--- src/rtl/doppler_map_writer.sv ---
`default_nettype none
// ============================================================================
// doppler_map_writer : |I|+|Q| range-Doppler map writer with double-buffered
// bank handshake. Optional macro DOPPLER_FFTSHIFT_EN centres zero velocity.
// Revision: 1.0
// ============================================================================
module doppler_map_writer #(
  parameter int N_DOPPLER = 256,
  parameter int N_RANGE   = 128,
  parameter int ADDR_W    = 15
) (
  input  logic              clk,
  input  logic              rst,
  input  logic [31:0]       s_tdata,
  input  logic              s_tvalid,
  input  logic              s_tlast,
  output logic              s_tready,
  output logic              map_en,
  output logic              map_we,
  output logic              map_bank,
  output logic [ADDR_W-1:0] map_addr,
  output logic [16:0]       map_din,
  output logic              frame_done,
  output logic              done_bank,
  input  logic              rd_release,
  input  logic              rd_release_bank,
  output logic              tlast_err,
  output logic              drop_err,
  input  logic              err_clr
);

  localparam int DOP_W = $clog2(N_DOPPLER);
  localparam int RNG_W = $clog2(N_RANGE);
  localparam logic [DOP_W-1:0] DOP_LAST = DOP_W'(N_DOPPLER - 1);
  localparam logic [RNG_W-1:0] RNG_LAST = RNG_W'(N_RANGE - 1);
`ifdef DOPPLER_FFTSHIFT_EN
  localparam logic [DOP_W-1:0] DOP_HALF = DOP_W'(N_DOPPLER / 2);
`endif

  localparam logic [1:0] ST_INIT = 2'd0;
  localparam logic [1:0] ST_RUN  = 2'd1;
  localparam logic [1:0] ST_HOLD = 2'd2;

  logic [1:0]        state_q, state_d;
  logic              wr_bank_q, wr_bank_d;
  logic [1:0]        bank_full_q, bank_full_d;
  logic [DOP_W-1:0]  dop_idx_q, dop_idx_d;
  logic [RNG_W-1:0]  rng_idx_q, rng_idx_d;
  logic              tlast_err_q, tlast_err_d;
  logic              drop_err_q, drop_err_d;
  logic              p1_valid_q, p1_valid_d;
  logic              p1_last_q, p1_last_d;
  logic              p1_bank_q, p1_bank_d;
  logic [ADDR_W-1:0] p1_addr_q, p1_addr_d;
  logic [15:0]       p1_abs_i_q, p1_abs_i_d;
  logic [15:0]       p1_abs_q_q, p1_abs_q_d;
  logic              wr_q, wr_d;
  logic              done_q, done_d;
  logic              done_bank_q, done_bank_d;
  logic              bank_q, bank_d;
  logic [ADDR_W-1:0] addr_q, addr_d;
  logic [16:0]       din_q, din_d;

  logic              accept, at_dop_end, frame_end, bank_end;
  logic [1:0]        rel_mask, set_mask;
  logic [DOP_W-1:0]  dop_wr;

  // Two's-complement magnitude; 0x8000 maps to 32768, which still fits 16 bits.
  function automatic logic [15:0] mag16(input logic [15:0] x);
    return x[15] ? (~x + 16'd1) : x;
  endfunction

  always_ff @(posedge clk or negedge rst) begin
    if (!rst) state_q <= ST_INIT;
    else      state_q <= state_d;
  end

  always_comb begin
    state_d = state_q;
    case (state_q)
      ST_INIT: state_d = ST_RUN;
      ST_RUN:  if (bank_end && bank_full_d[wr_bank_d]) state_d = ST_HOLD;
      ST_HOLD: if (!bank_full_d[wr_bank_q]) state_d = ST_RUN;
      default: state_d = ST_INIT;
    endcase
  end

  always_comb begin
    s_tready = (state_q == ST_RUN);
  end

  always_comb begin
    accept     = s_tvalid & s_tready;
    at_dop_end = (dop_idx_q == DOP_LAST);
    frame_end  = accept & (at_dop_end | s_tlast);
    bank_end   = frame_end & (rng_idx_q == RNG_LAST);

    // Release is applied before completion so a release aimed at the bank
    // still being filled cannot cancel its own completion.
    rel_mask    = rd_release ? (rd_release_bank ? 2'b10 : 2'b01) : 2'b00;
    set_mask    = bank_end ? (wr_bank_q ? 2'b10 : 2'b01) : 2'b00;
    bank_full_d = (bank_full_q & ~rel_mask) | set_mask;
    wr_bank_d   = wr_bank_q ^ bank_end;

    dop_idx_d = dop_idx_q;
    rng_idx_d = rng_idx_q;
    if (frame_end) begin
      dop_idx_d = '0;
      rng_idx_d = rng_idx_q + 1'b1;
    end else if (accept) begin
      dop_idx_d = dop_idx_q + 1'b1;
    end

    tlast_err_d = (accept & (s_tlast ^ at_dop_end)) | (tlast_err_q & ~err_clr);
    drop_err_d  = (s_tvalid & ~s_tready) | (drop_err_q & ~err_clr);

`ifdef DOPPLER_FFTSHIFT_EN
    dop_wr = dop_idx_q ^ DOP_HALF;
`else
    dop_wr = dop_idx_q;
`endif

    p1_valid_d = accept;
    p1_last_d  = bank_end;
    p1_bank_d  = accept ? wr_bank_q : p1_bank_q;
    p1_addr_d  = accept ? ADDR_W'({rng_idx_q, dop_wr}) : p1_addr_q;
    p1_abs_i_d = accept ? mag16(s_tdata[31:16]) : p1_abs_i_q;
    p1_abs_q_d = accept ? mag16(s_tdata[15:0]) : p1_abs_q_q;

    wr_d        = p1_valid_q;
    done_d      = p1_valid_q & p1_last_q;
    bank_d      = p1_valid_q ? p1_bank_q : bank_q;
    addr_d      = p1_valid_q ? p1_addr_q : addr_q;
    din_d       = p1_valid_q ? ({1'b0, p1_abs_i_q} + {1'b0, p1_abs_q_q}) : din_q;
    done_bank_d = done_d ? p1_bank_q : done_bank_q;
  end

  always_ff @(posedge clk or negedge rst) begin
    if (!rst) begin
      wr_bank_q   <= 1'b0;
      bank_full_q <= 2'b00;
      dop_idx_q   <= '0;
      rng_idx_q   <= '0;
      tlast_err_q <= 1'b0;
      drop_err_q  <= 1'b0;
      p1_valid_q  <= 1'b0;
      p1_last_q   <= 1'b0;
      p1_bank_q   <= 1'b0;
      p1_addr_q   <= '0;
      p1_abs_i_q  <= '0;
      p1_abs_q_q  <= '0;
      wr_q        <= 1'b0;
      done_q      <= 1'b0;
      done_bank_q <= 1'b0;
      bank_q      <= 1'b0;
      addr_q      <= '0;
      din_q       <= '0;
    end else begin
      wr_bank_q   <= wr_bank_d;
      bank_full_q <= bank_full_d;
      dop_idx_q   <= dop_idx_d;
      rng_idx_q   <= rng_idx_d;
      tlast_err_q <= tlast_err_d;
      drop_err_q  <= drop_err_d;
      p1_valid_q  <= p1_valid_d;
      p1_last_q   <= p1_last_d;
      p1_bank_q   <= p1_bank_d;
      p1_addr_q   <= p1_addr_d;
      p1_abs_i_q  <= p1_abs_i_d;
      p1_abs_q_q  <= p1_abs_q_d;
      wr_q        <= wr_d;
      done_q      <= done_d;
      done_bank_q <= done_bank_d;
      bank_q      <= bank_d;
      addr_q      <= addr_d;
      din_q       <= din_d;
    end
  end

  assign map_en     = wr_q;
  assign map_we     = wr_q;
  assign map_bank   = bank_q;
  assign map_addr   = addr_q;
  assign map_din    = din_q;
  assign frame_done = done_q;
  assign done_bank  = done_bank_q;
  assign tlast_err  = tlast_err_q;
  assign drop_err   = drop_err_q;

endmodule
`default_nettype wire
--- config.mk ---
export PLATFORM = sky130hd
export DESIGN_NAME = doppler_map_writer
export DESIGN_NICKNAME = d
export VERILOG_FILES = /design/src/rtl/doppler_map_writer.sv
export SDC_FILE = /design/constraint.sdc
export NUM_CORES = 1
export LEC_CHECK = 0
export ABC_AREA = 1
export CELL_PAD_IN_SITES_DETAIL_PLACEMENT = 0
export CELL_PAD_IN_SITES_GLOBAL_PLACEMENT = 1
export CORE_UTILIZATION = 44
export DETAILED_ROUTE_END_ITERATION = 8
export PLACE_DENSITY_LB_ADDON = 0.1
export SLEW_MARGIN = 5
export SYNTH_ARGS = -nofsm -noshare
export SYNTH_HDL_FRONTEND = slang
export SYNTH_SLANG_ARGS = --single-unit
--- constraint.sdc ---
create_clock -name clk -period 4.9 [get_ports clk]
set_input_delay 0.98 -clock clk [delete_from_list [all_inputs] [get_ports clk]]
set_output_delay 0.98 -clock clk [all_outputs]
set_load 0.02 [all_outputs]
==> flow_summary.html, run 1 <==
<table>
<tr><th>Metric</th><th>Value</th></tr>
<tr><th colspan="2">Clock network</th></tr>
<tr><td>TritonCTS Sinks</td><td>between 100 and 150</td></tr>
<tr><td>Clock latency of the later-clocked register in the worst-skew pair</td><td>0.35 ns</td></tr>
<tr><td>Worst-case clock buffer depth</td><td>2</td></tr>
<tr><td>CTS tree</td><td>yes</td></tr>
<tr><td>Root buffer cell</td><td>clkbuf_16</td></tr>
<tr><td>Number of resized instances in the post-cts repair step</td><td>0</td></tr>
<tr><td>Cts bufs inserted</td><td>9</td></tr>
<tr><td>Setup bufs post-CTS</td><td>0</td></tr>
<tr><td>Total of hold buffers inserted after clock tree synthesis</td><td>0</td></tr>
<tr><td>Register clock-pin slew on the reported worst setup and hold paths</td><td>~0.070 ns</td></tr>
<tr><td>H-tree depth reported by CTS</td><td>3</td></tr>
<tr><th colspan="2">Critical path</th></tr>
<tr><td>Dominant cell type by count on the critical path</td><td>nand2_1</td></tr>
<tr><td>Element type at the critical path end</td><td>flip-flop</td></tr>
<tr><td>Critical path arrival</td><td>3.17 ns</td></tr>
<tr><td>Worst setup SP type</td><td>primary input</td></tr>
<tr><td>Cells along the critical path</td><td>clkdlybuf4s50_1, inv_1, nor2_8, nand2_4, nor2_4, nand3_1, nor2_1, ha_1, inv_1, nand2_1, o21ai_0, nand2_1, nand2_1, nand2_1</td></tr>
<tr><td>Required time of the critical path</td><td>between 5 and 6 ns</td></tr>
<tr><td>Worst Path Class, Setup</td><td>in -&gt; reg</td></tr>
<tr><td>Top fanout value on the critical path</td><td>33</td></tr>
<tr><td>Library cell contributing the largest single delay on the critical path</td><td>clkdlybuf4s50_1</td></tr>
<tr><td>Largest delay contributor family on the critical path</td><td>simple AND/OR/NAND/NOR gates</td></tr>
<tr><td>Largest stage delay on the critical path</td><td>between 0.4 and 0.5 ns</td></tr>
<tr><td>Buf/Inv on CP</td><td>3</td></tr>
<tr><th colspan="2">Route</th></tr>
<tr><td>Overall via count from detail_route</td><td>~4900</td></tr>
<tr><td>Initial drt markers</td><td>~290</td></tr>
<tr><td>Remaining number of nets flagged by the antenna check after routing</td><td>0</td></tr>
<tr><td>Avg WL per Cell</td><td>around 13 microns</td></tr>
<tr><td>Via density per instance</td><td>slightly below 5</td></tr>
<tr><td>Number of search-and-repair iterations in the first detailed-routing pass</td><td>4</td></tr>
<tr><td>Final routed wirelength across all metal layers</td><td>~14 mm</td></tr>
<tr><td>Post-detailed-route DRC marker count</td><td>0</td></tr>
<tr><th colspan="2">Final layout</th></tr>
<tr><td>Number of cells in the finished layout apart from fillers</td><td>1016</td></tr>
<tr><td>Fillers</td><td>roughly 1200</td></tr>
<tr><td>Most common library cell in the layout ignoring fill and taps</td><td>nand2_1</td></tr>
<tr><td>Highest-count cells in the layout ignoring fill and taps</td><td>nand2_1 (289), dfrtp_1 (108), inv_1 (87)</td></tr>
<tr><td>Fin util</td><td>a little under three fifths</td></tr>
<tr><td>Area growth syn-to-layout</td><td>21.0%</td></tr>
<tr><td>Nets</td><td>about 900</td></tr>
<tr><td>Share of layout cells above drive strength 1</td><td>around 4.1%</td></tr>
<tr><td>Antenna Cells</td><td>0</td></tr>
<tr><th colspan="2">Hold path</th></tr>
<tr><td>Type of the worst min-delay path</td><td>reg -&gt; reg</td></tr>
<tr><th colspan="2">Timing</th></tr>
<tr><td>Endpoints failing hold</td><td>0</td></tr>
<tr><td>Transition time of the tightest slew-check pin</td><td>between 0.9 and 1 ns</td></tr>
<tr><td>Setup repair after global routing missed its margin</td><td>false</td></tr>
<tr><td>Setup TNS</td><td>0 ns</td></tr>
<tr><td>Highest clock rate</td><td>roughly 0.34 GHz</td></tr>
<tr><td>Largest clock skew in the final design</td><td>between 0.006 and 0.007 ns</td></tr>
<tr><td>Slew Limit Headroom</td><td>38.7%</td></tr>
<tr><td>Number of max-slew violations in the final report</td><td>0</td></tr>
<tr><td>Count of endpoints failing setup in the final report</td><td>0</td></tr>
<tr><td>Final critical-path required period</td><td>around 2.9 ns</td></tr>
<tr><td>Final cycle utilization of the critical path</td><td>between 50% and 60%</td></tr>
<tr><th colspan="2">Global routing</th></tr>
<tr><td>Total gr overflow</td><td>0</td></tr>
<tr><td>Global-route wire length before repair</td><td>23.1 mm</td></tr>
<tr><td>Total routing resource utilization after global routing</td><td>between 20% and 30%</td></tr>
<tr><td>Pin count of the biggest net entering global routing</td><td>between 70 and 80</td></tr>
<tr><td>Antenna violations before repair</td><td>0</td></tr>
<tr><td>Vias in the first global route</td><td>between 4000 and 5000</td></tr>
<tr><th colspan="2">Logic synthesis</th></tr>
<tr><td>Number of warnings reported in the yosys synthesis log</td><td>0</td></tr>
<tr><td>Number of synthesized register bits</td><td>about 110</td></tr>
<tr><td>Netlist cell types</td><td>33</td></tr>
<tr><td>Number of standard cells after synthesis</td><td>768</td></tr>
<tr><td>Leading post-synthesis cells by cell area</td><td>dfrtp_1 (46%), nand2_1 (19%), inv_1 (5.6%)</td></tr>
<tr><td>Synthesized area per cell</td><td>approximately 7.6 sq um</td></tr>
<tr><td>Share of the yosys chip area belonging to registers</td><td>a little under half</td></tr>
<tr><td>Netlist area before placement</td><td>5830 sq um</td></tr>
<tr><td>Fraction of synthesized cell area taken by the top area cell type</td><td>between 40% and 50%</td></tr>
<tr><td>Post-synth net total</td><td>slightly above 800</td></tr>
<tr><td>Top cell type by total area after synthesis</td><td>dfrtp_1</td></tr>
<tr><th colspan="2">Floorplan</th></tr>
<tr><td>Chip width</td><td>around 120 microns</td></tr>
<tr><td>Ports placed on the boundary</td><td>79</td></tr>
<tr><td>Core Rows</td><td>between 40 and 50</td></tr>
<tr><td>Initial Utilization</td><td>approximately 46%</td></tr>
<tr><td>Die area</td><td>between 10000 and 15000 sq um</td></tr>
<tr><td>Die height</td><td>117 microns</td></tr>
<tr><td>Core ar.</td><td>around 13000 sq um</td></tr>
<tr><th colspan="2">Run</th></tr>
<tr><td>Max-cap violations</td><td>0</td></tr>
<tr><th colspan="2">Power</th></tr>
<tr><td>Power Density</td><td>between 300 and 400 nW/um^2</td></tr>
<tr><td>Cell leakage power</td><td>3.63 nW</td></tr>
<tr><td>Worst vdd rail ir drop</td><td>between 0.15 and 0.2 mV</td></tr>
<tr><td>Final Power</td><td>about 2.6 mW</td></tr>
<tr><th colspan="2">Place</th></tr>
<tr><td>Placer's final routability congestion estimate</td><td>0.816</td></tr>
<tr><td>Placed Cells</td><td>1000</td></tr>
<tr><td>Port buffer count</td><td>78</td></tr>
<tr><td>HPWL Detailed</td><td>9.98 mm</td></tr>
<tr><th colspan="2">Run status</th></tr>
<tr><td>Run status</td><td>finished clean</td></tr>
</table>
## cell usage after synthesis
cell type and count:
or2_2 4, nand3b_1 4, nor2_1 41, inv_2 2, dfrtp_1 108, nand2_2 2
clkinv_1 1, and2_1 2, xnor2_1 4, nand2_1 289, nor2_4 1, nand2_4 1
a21oi_1 19, inv_1 87, fa_1 1, xor2_1 16, nand4_1 7, nand3_1 58
nor3_1 8, buf_4 3, nor2_8 1, or2_1 5, o21ai_2 2, nor3_2 1
o21ai_1 2, ha_1 23, buf_6 1, o22ai_1 1, a31oi_1 2, or2_0 2
clkbuf_1 10, buf_2 8, o21ai_0 52
## power breakdown
part,internal (mW),leakage [nW],switching (mW)
clock network,0.425,0.148,0.332
registers,1.04,1.35,0.0944
logic,0.302,2.14,0.415
total,1.76,3.63,0.841
## cell families after synthesis
family | synth area share [%]
buffers and inverters | 7.71
AND/OR/NAND/NOR | 30.7
flip-flops | 46.4
adder cells (fa/ha/maj) | 5.28
XOR/XNOR | 3.01
AO/OA/AOI/OAI | 6.89
## metrics by stage
step	worst slack (ns)	hold WS, ns	instance area, sq um
2_1_floorplan	2.43	0.433	5830
3_3_place_gp	1.65	0.453	6740
3_5_place_dp	1.57	0.457	6740
4_1_cts	1.95	0.476	7050
5_1_grt	1.74	0.490	7050
6_report	1.98	0.471	7050
## sequential cells by signal (all words and copies together), names as in the netlist
name	count
frame_done	1
p1_bank_q	1
map_din	17
p1_abs_q_q	16
done_bank	1
p1_last_q	1
p1_abs_i_q	16
state_q	2
bank_full_q	2
p1_addr_q	15
p1_valid_q	1
drop_err	1
map_addr	15
tlast_err	1
rng_idx_q	7
map_en	1
map_bank	1
dop_idx_q	8
wr_bank_q	1
## layout make-up
| type | count | area [sq um] | area share (%) |
|---|---|---|---|
| clock buffers | 11 | 253 | 3.59 |
| clock inverters | 5 | 58.8 | 0.834 |
| inverters | 90 | 338 | 4.79 |
| well taps | 172 | 215 | 3.05 |
| repair buffers | 82 | 808 | 11.5 |
| flip-flops and latches | 108 | 2700 | 38.3 |
| multi-input cells | 548 | 2670 | 37.9 |
## worst min-delay path: stages (launching register included)
cell and delay, ns:
dfrtp_1 0.34, nand2_1 0.05, nand2_1 0.05
## metal layers
metal	vias to the layer above	GRT usage (%)	part of all wire, %	routed length (microns)
met4	0	6.75	1.2	159
met1	2264	26.4	43	5910
met2	64	40.0	53	7190
met5	-	0	0	0
li1	2546	-	-	-
met3	9	4.58	2.8	389
## path summary, 6_finish.rpt
path | startpoint | end | slack, ns | depth (start not counted)
max | s_tvalid | state_q[0] | 1.98 | 14
min | map_addr[3] | map_addr[3] | 0.47 | 2
max reg2reg | dop_idx_q[1] | state_q[0] | 2.14 | 17
min reg2reg | map_addr[3] | map_addr[3] | 0.47 | 2
max in group asynchronous | rst | p1_abs_q_q[15] | 3.11 | 2
min in group asynchronous | rst | map_din[3] | 0.75 | 1
(Power assumes the default switching activity.)
==> run 2, diff against run 1 <==
--- a/config.mk
+++ b/config.mk
@@ -8,7 +8,7 @@
 export ABC_AREA = 1
 export CELL_PAD_IN_SITES_DETAIL_PLACEMENT = 0
 export CELL_PAD_IN_SITES_GLOBAL_PLACEMENT = 1
-export CORE_UTILIZATION = 44
+export CORE_UTILIZATION = 37
 export DETAILED_ROUTE_END_ITERATION = 8
 export PLACE_DENSITY_LB_ADDON = 0.1
 export SLEW_MARGIN = 5
==> constraint.sdc (replaced) <==
create_clock -name clk -period 2.42 [get_ports clk]
set_input_delay 0.484 -clock clk [delete_from_list [all_inputs] [get_ports clk]]
set_output_delay 0.484 -clock clk [all_outputs]
set_load 0.02 [all_outputs]
==> run 2 against run 1 <==
Net effect:
- highest routed layer unchanged
- combinational power grew 110%
- register-to-register slack lost 2.0 ns
- clock-buffer cell count shrank 1
- via count grew 1.7%
- critical endpoint unchanged
- global-route usage shrank 3.6 points
- utilization shrank 7.2 points
==> flow_summary.html, run 2 (same netlist as run 1, synthesis figures left out) <==
<table>
<tr><th>Metric</th><th>Value</th></tr>
<tr><th colspan="2">Power</th></tr>
<tr><td>Combinational share of power</td><td>28.6% (+1.1 points)</td></tr>
<tr><td>Seq pwr share</td><td>43.8% (+0.4 points)</td></tr>
<tr><td>Cell leakage power</td><td>3.76 nW (+3.6%)</td></tr>
<tr><td>Switching power total</td><td>1.75 mW (+110%)</td></tr>
<tr><td>Final Power</td><td>5.23 mW (+100%)</td></tr>
<tr><td>Power Density</td><td>713 nW/um^2 (+93%)</td></tr>
<tr><td>Internal Pwr Total</td><td>3.48 mW (+97%)</td></tr>
<tr><td>Worst vdd rail ir drop</td><td>0.334 mV (+88%)</td></tr>
<tr><td>Share of total power in the clock network</td><td>27.5% (-1.6 points)</td></tr>
<tr><td>Switching share of power</td><td>33.5% (+1.2 points)</td></tr>
<tr><th colspan="2">Timing</th></tr>
<tr><td>Count of endpoints failing setup in the final report</td><td>0 (unchanged)</td></tr>
<tr><td>Highest clock rate</td><td>roughly 0.43 GHz</td></tr>
<tr><td>Setup TNS</td><td>0 ns (unchanged)</td></tr>
<tr><td>Largest clock skew in the final design</td><td>0.0101 ns (+0.00413 ns)</td></tr>
<tr><td>Endpoints failing hold</td><td>0 (unchanged)</td></tr>
<tr><td>Transition time of the tightest slew-check pin</td><td>0.526 ns (-0.394 ns)</td></tr>
<tr><td>Slew Limit Headroom</td><td>64.9% (+26 points)</td></tr>
<tr><td>Final cycle utilization of the critical path</td><td>about 95%</td></tr>
<tr><td>Number of max-slew violations in the final report</td><td>0 (unchanged)</td></tr>
<tr><td>Final-layout worst hold slack</td><td>0.0925 ns (-0.378 ns)</td></tr>
<tr><td>Final critical-path required period</td><td>~2.3 ns</td></tr>
<tr><th colspan="2">Route</th></tr>
<tr><td>Number of search-and-repair iterations in the first detailed-routing pass</td><td>5 (+1)</td></tr>
<tr><td>Overall via count from detail_route</td><td>4964 (+1.7%)</td></tr>
<tr><td>Avg WL per Cell</td><td>13.0 microns (-3.0%)</td></tr>
<tr><td>Via density per instance</td><td>4.62 (-3.9%)</td></tr>
<tr><td>Post-detailed-route DRC marker count</td><td>0 (unchanged)</td></tr>
<tr><td>Remaining number of nets flagged by the antenna check after routing</td><td>0 (unchanged)</td></tr>
<tr><td>Final routed wirelength across all metal layers</td><td>14.0 mm (+2.6%)</td></tr>
<tr><td>Initial drt markers</td><td>297 (+1.0%)</td></tr>
<tr><th colspan="2">Critical path</th></tr>
<tr><td>Critical path arrival</td><td>2.55 ns (-0.62 ns)</td></tr>
<tr><td>Worst Path Class, Setup</td><td>reg -&gt; reg</td></tr>
<tr><td>Required time of the critical path</td><td>2.67 ns (-2.48 ns)</td></tr>
<tr><td>R2R depth</td><td>17 (unchanged)</td></tr>
<tr><td>Element type at the critical path end</td><td>flip-flop</td></tr>
<tr><td>Worst setup SP type</td><td>flip-flop</td></tr>
<tr><td>Top fanout value on the critical path</td><td>3 (-91%)</td></tr>
<tr><th colspan="2">Final layout</th></tr>
<tr><td>Area growth syn-to-layout</td><td>25.8%</td></tr>
<tr><td>Post-route cell area</td><td>7330 sq um (+3.9%)</td></tr>
<tr><td>Most common library cell in the layout ignoring fill and taps</td><td>nand2_1</td></tr>
<tr><td>Antenna Cells</td><td>0 (unchanged)</td></tr>
<tr><td>Register Area</td><td>2700 sq um (unchanged)</td></tr>
<tr><td>Highest-count cells in the layout ignoring fill and taps</td><td>nand2_1 (288), dfrtp_1 (108), inv_1 (85)</td></tr>
<tr><td>Share of layout cells above drive strength 1</td><td>7.64% (+3.5 points)</td></tr>
<tr><td>Footprint of the multi-input gates</td><td>2750 sq um (+2.9%)</td></tr>
<tr><td>Flip-flop count of the largest register, all copies and words added</td><td>17 (unchanged)</td></tr>
<tr><td>Nets</td><td>922 (+2.2%)</td></tr>
<tr><td>Fillers</td><td>1529 (+25%)</td></tr>
<tr><th colspan="2">Floorplan</th></tr>
<tr><td>Ports placed on the boundary</td><td>79 (unchanged)</td></tr>
<tr><td>Chip width</td><td>127 microns (+8.9%)</td></tr>
<tr><td>Initial Utilization</td><td>38.2% (-7.4 points)</td></tr>
<tr><td>Core ar.</td><td>15300 sq um (+19%)</td></tr>
<tr><td>Core Rows</td><td>45 (+9.8%)</td></tr>
<tr><td>Die area</td><td>16300 sq um (+19%)</td></tr>
<tr><td>Die height</td><td>127 microns (+8.9%)</td></tr>
<tr><th colspan="2">Place</th></tr>
<tr><td>Placer's final routability congestion estimate</td><td>0.838 (+2.7%)</td></tr>
<tr><td>HPWL Detailed</td><td>10.6 mm (+6.6%)</td></tr>
<tr><td>Port buffer count</td><td>78 (unchanged)</td></tr>
<tr><td>Placement-stage cell area</td><td>6920 sq um (+2.7%)</td></tr>
<tr><th colspan="2">Clock network</th></tr>
<tr><td>Worst-case clock buffer depth</td><td>2 (unchanged)</td></tr>
<tr><td>TritonCTS Sinks</td><td>108 (unchanged)</td></tr>
<tr><td>Total of hold buffers inserted after clock tree synthesis</td><td>0 (unchanged)</td></tr>
<tr><td>CTS tree</td><td>yes</td></tr>
<tr><td>Root buffer cell</td><td>clkbuf_16</td></tr>
<tr><td>H-tree depth reported by CTS</td><td>3 (unchanged)</td></tr>
<tr><td>Cts bufs inserted</td><td>9 (unchanged)</td></tr>
<tr><td>Register clock-pin slew on the reported worst setup and hold paths</td><td>0.07 ns (about the same)</td></tr>
<tr><td>Clock latency of the later-clocked register in the worst-skew pair</td><td>0.36 ns (about the same)</td></tr>
<tr><th colspan="2">Global routing</th></tr>
<tr><td>Global-route wire length before repair</td><td>23.3 mm (+0.96%)</td></tr>
<tr><td>Pin count of the biggest net entering global routing</td><td>45 (-39%)</td></tr>
<tr><td>Vias in the first global route</td><td>4946 (+3.3%)</td></tr>
<tr><td>Antenna violations before repair</td><td>0 (unchanged)</td></tr>
<tr><td>Total routing resource utilization after global routing</td><td>18.5% (-3.6 points)</td></tr>
<tr><td>Total gr overflow</td><td>0 (unchanged)</td></tr>
<tr><th colspan="2">Run status</th></tr>
<tr><td>Run status</td><td>finished clean</td></tr>
<tr><th colspan="2">Run</th></tr>
<tr><td>Max-cap violations</td><td>0 (unchanged)</td></tr>
<tr><th colspan="2">Hold path</th></tr>
<tr><td>Type of the worst min-delay path</td><td>in -&gt; async</td></tr>
</table>
## run 2: cell types whose count changed in the layout (fill, tap and decap cells not counted), sizes merged
cell / change
buf: +20
inv: +1
clkinv: +2
clkinvlp: -1
bufinv: -1
clkbuf: -1
## run 2: metrics by stage
stage / util, % / std cells / setup slack [ns]
finish: 48.0 / 1075 / 0.112
global placement: 45.3 / 1053 / -0.0448
CTS: 47.5 / 1071 / 0.00546
detailed placement: 45.3 / 1053 / -0.139
floorplan: - / 768 / 0.00266
global route: 48.0 / 1075 / -0.0660
## run 2: repair_timing
action	CTS	global route
setup buffers	2	4
endpoints found under the setup margin	2	2
hold endpoints to repair	0	0
resized for setup	8	10
pin swaps	4	10
## run 2: power groups by stage
stage | Sequential [mW] | Clock, mW | Combinational (mW)
after global placement | 2.31 | 0 | 1.48
after global routing | 2.33 | 1.57 | 1.69
after CTS | 2.29 | 1.49 | 1.51
after floorplan | 2.44 | 0 | 0.764
final | 2.29 | 1.44 | 1.50
after detailed placement | 2.32 | 0 | 1.50
## run 2: path summary, 6_finish.rpt
check / startpoint / to / slack [ns]
worst max register to register: dop_idx_q[1] / state_q[0] / 0.11
worst min-delay path: rst / map_en / 0.09
worst min register to register: map_addr[8] / map_addr[8] / 0.47
max in group asynchronous: rst / p1_abs_i_q[11] / 1.70
worst max-delay path: dop_idx_q[1] / state_q[0] / 0.11
min in group clk: map_addr[8] / map_addr[8] / 0.47
## run 2: worst max-delay path, stage by stage (launching register included)
cell	delay, ns
dfrtp_1	0.40
ha_4	0.17
nand2_4	0.06
nor3_4	0.15
nand3_2	0.12
ha_4	0.18
inv_2	0.06
nand2_4	0.05
nor2_4	0.11
nand3_2	0.10
nor2_4	0.15
ha_1	0.26
inv_2	0.07
nand2_1	0.06
o21ai_0	0.07
nand2_1	0.09
nand2_1	0.06
nand2_1	0.04
## run 2: cell type report
| type | count | area share [%] |
|---|---|---|
| clock buffer | 10 | 3.26 |
| clock inverter | 6 | 0.649 |
| inverter | 90 | 4.61 |
| multi-input combinational | 548 | 37.6 |
| sequential | 108 | 36.9 |
| tap | 211 | 3.60 |
| timing repair buffer | 102 | 13.4 |
## run 2: per-layer routing
metal	vias up	wire length (microns)	global-route usage [%]
li1	2586	-	-
met1	2302	6070	21.7
met2	58	7170	32.9
met3	18	510	3.60
met4	0	267	7.98
met5	-	0	0
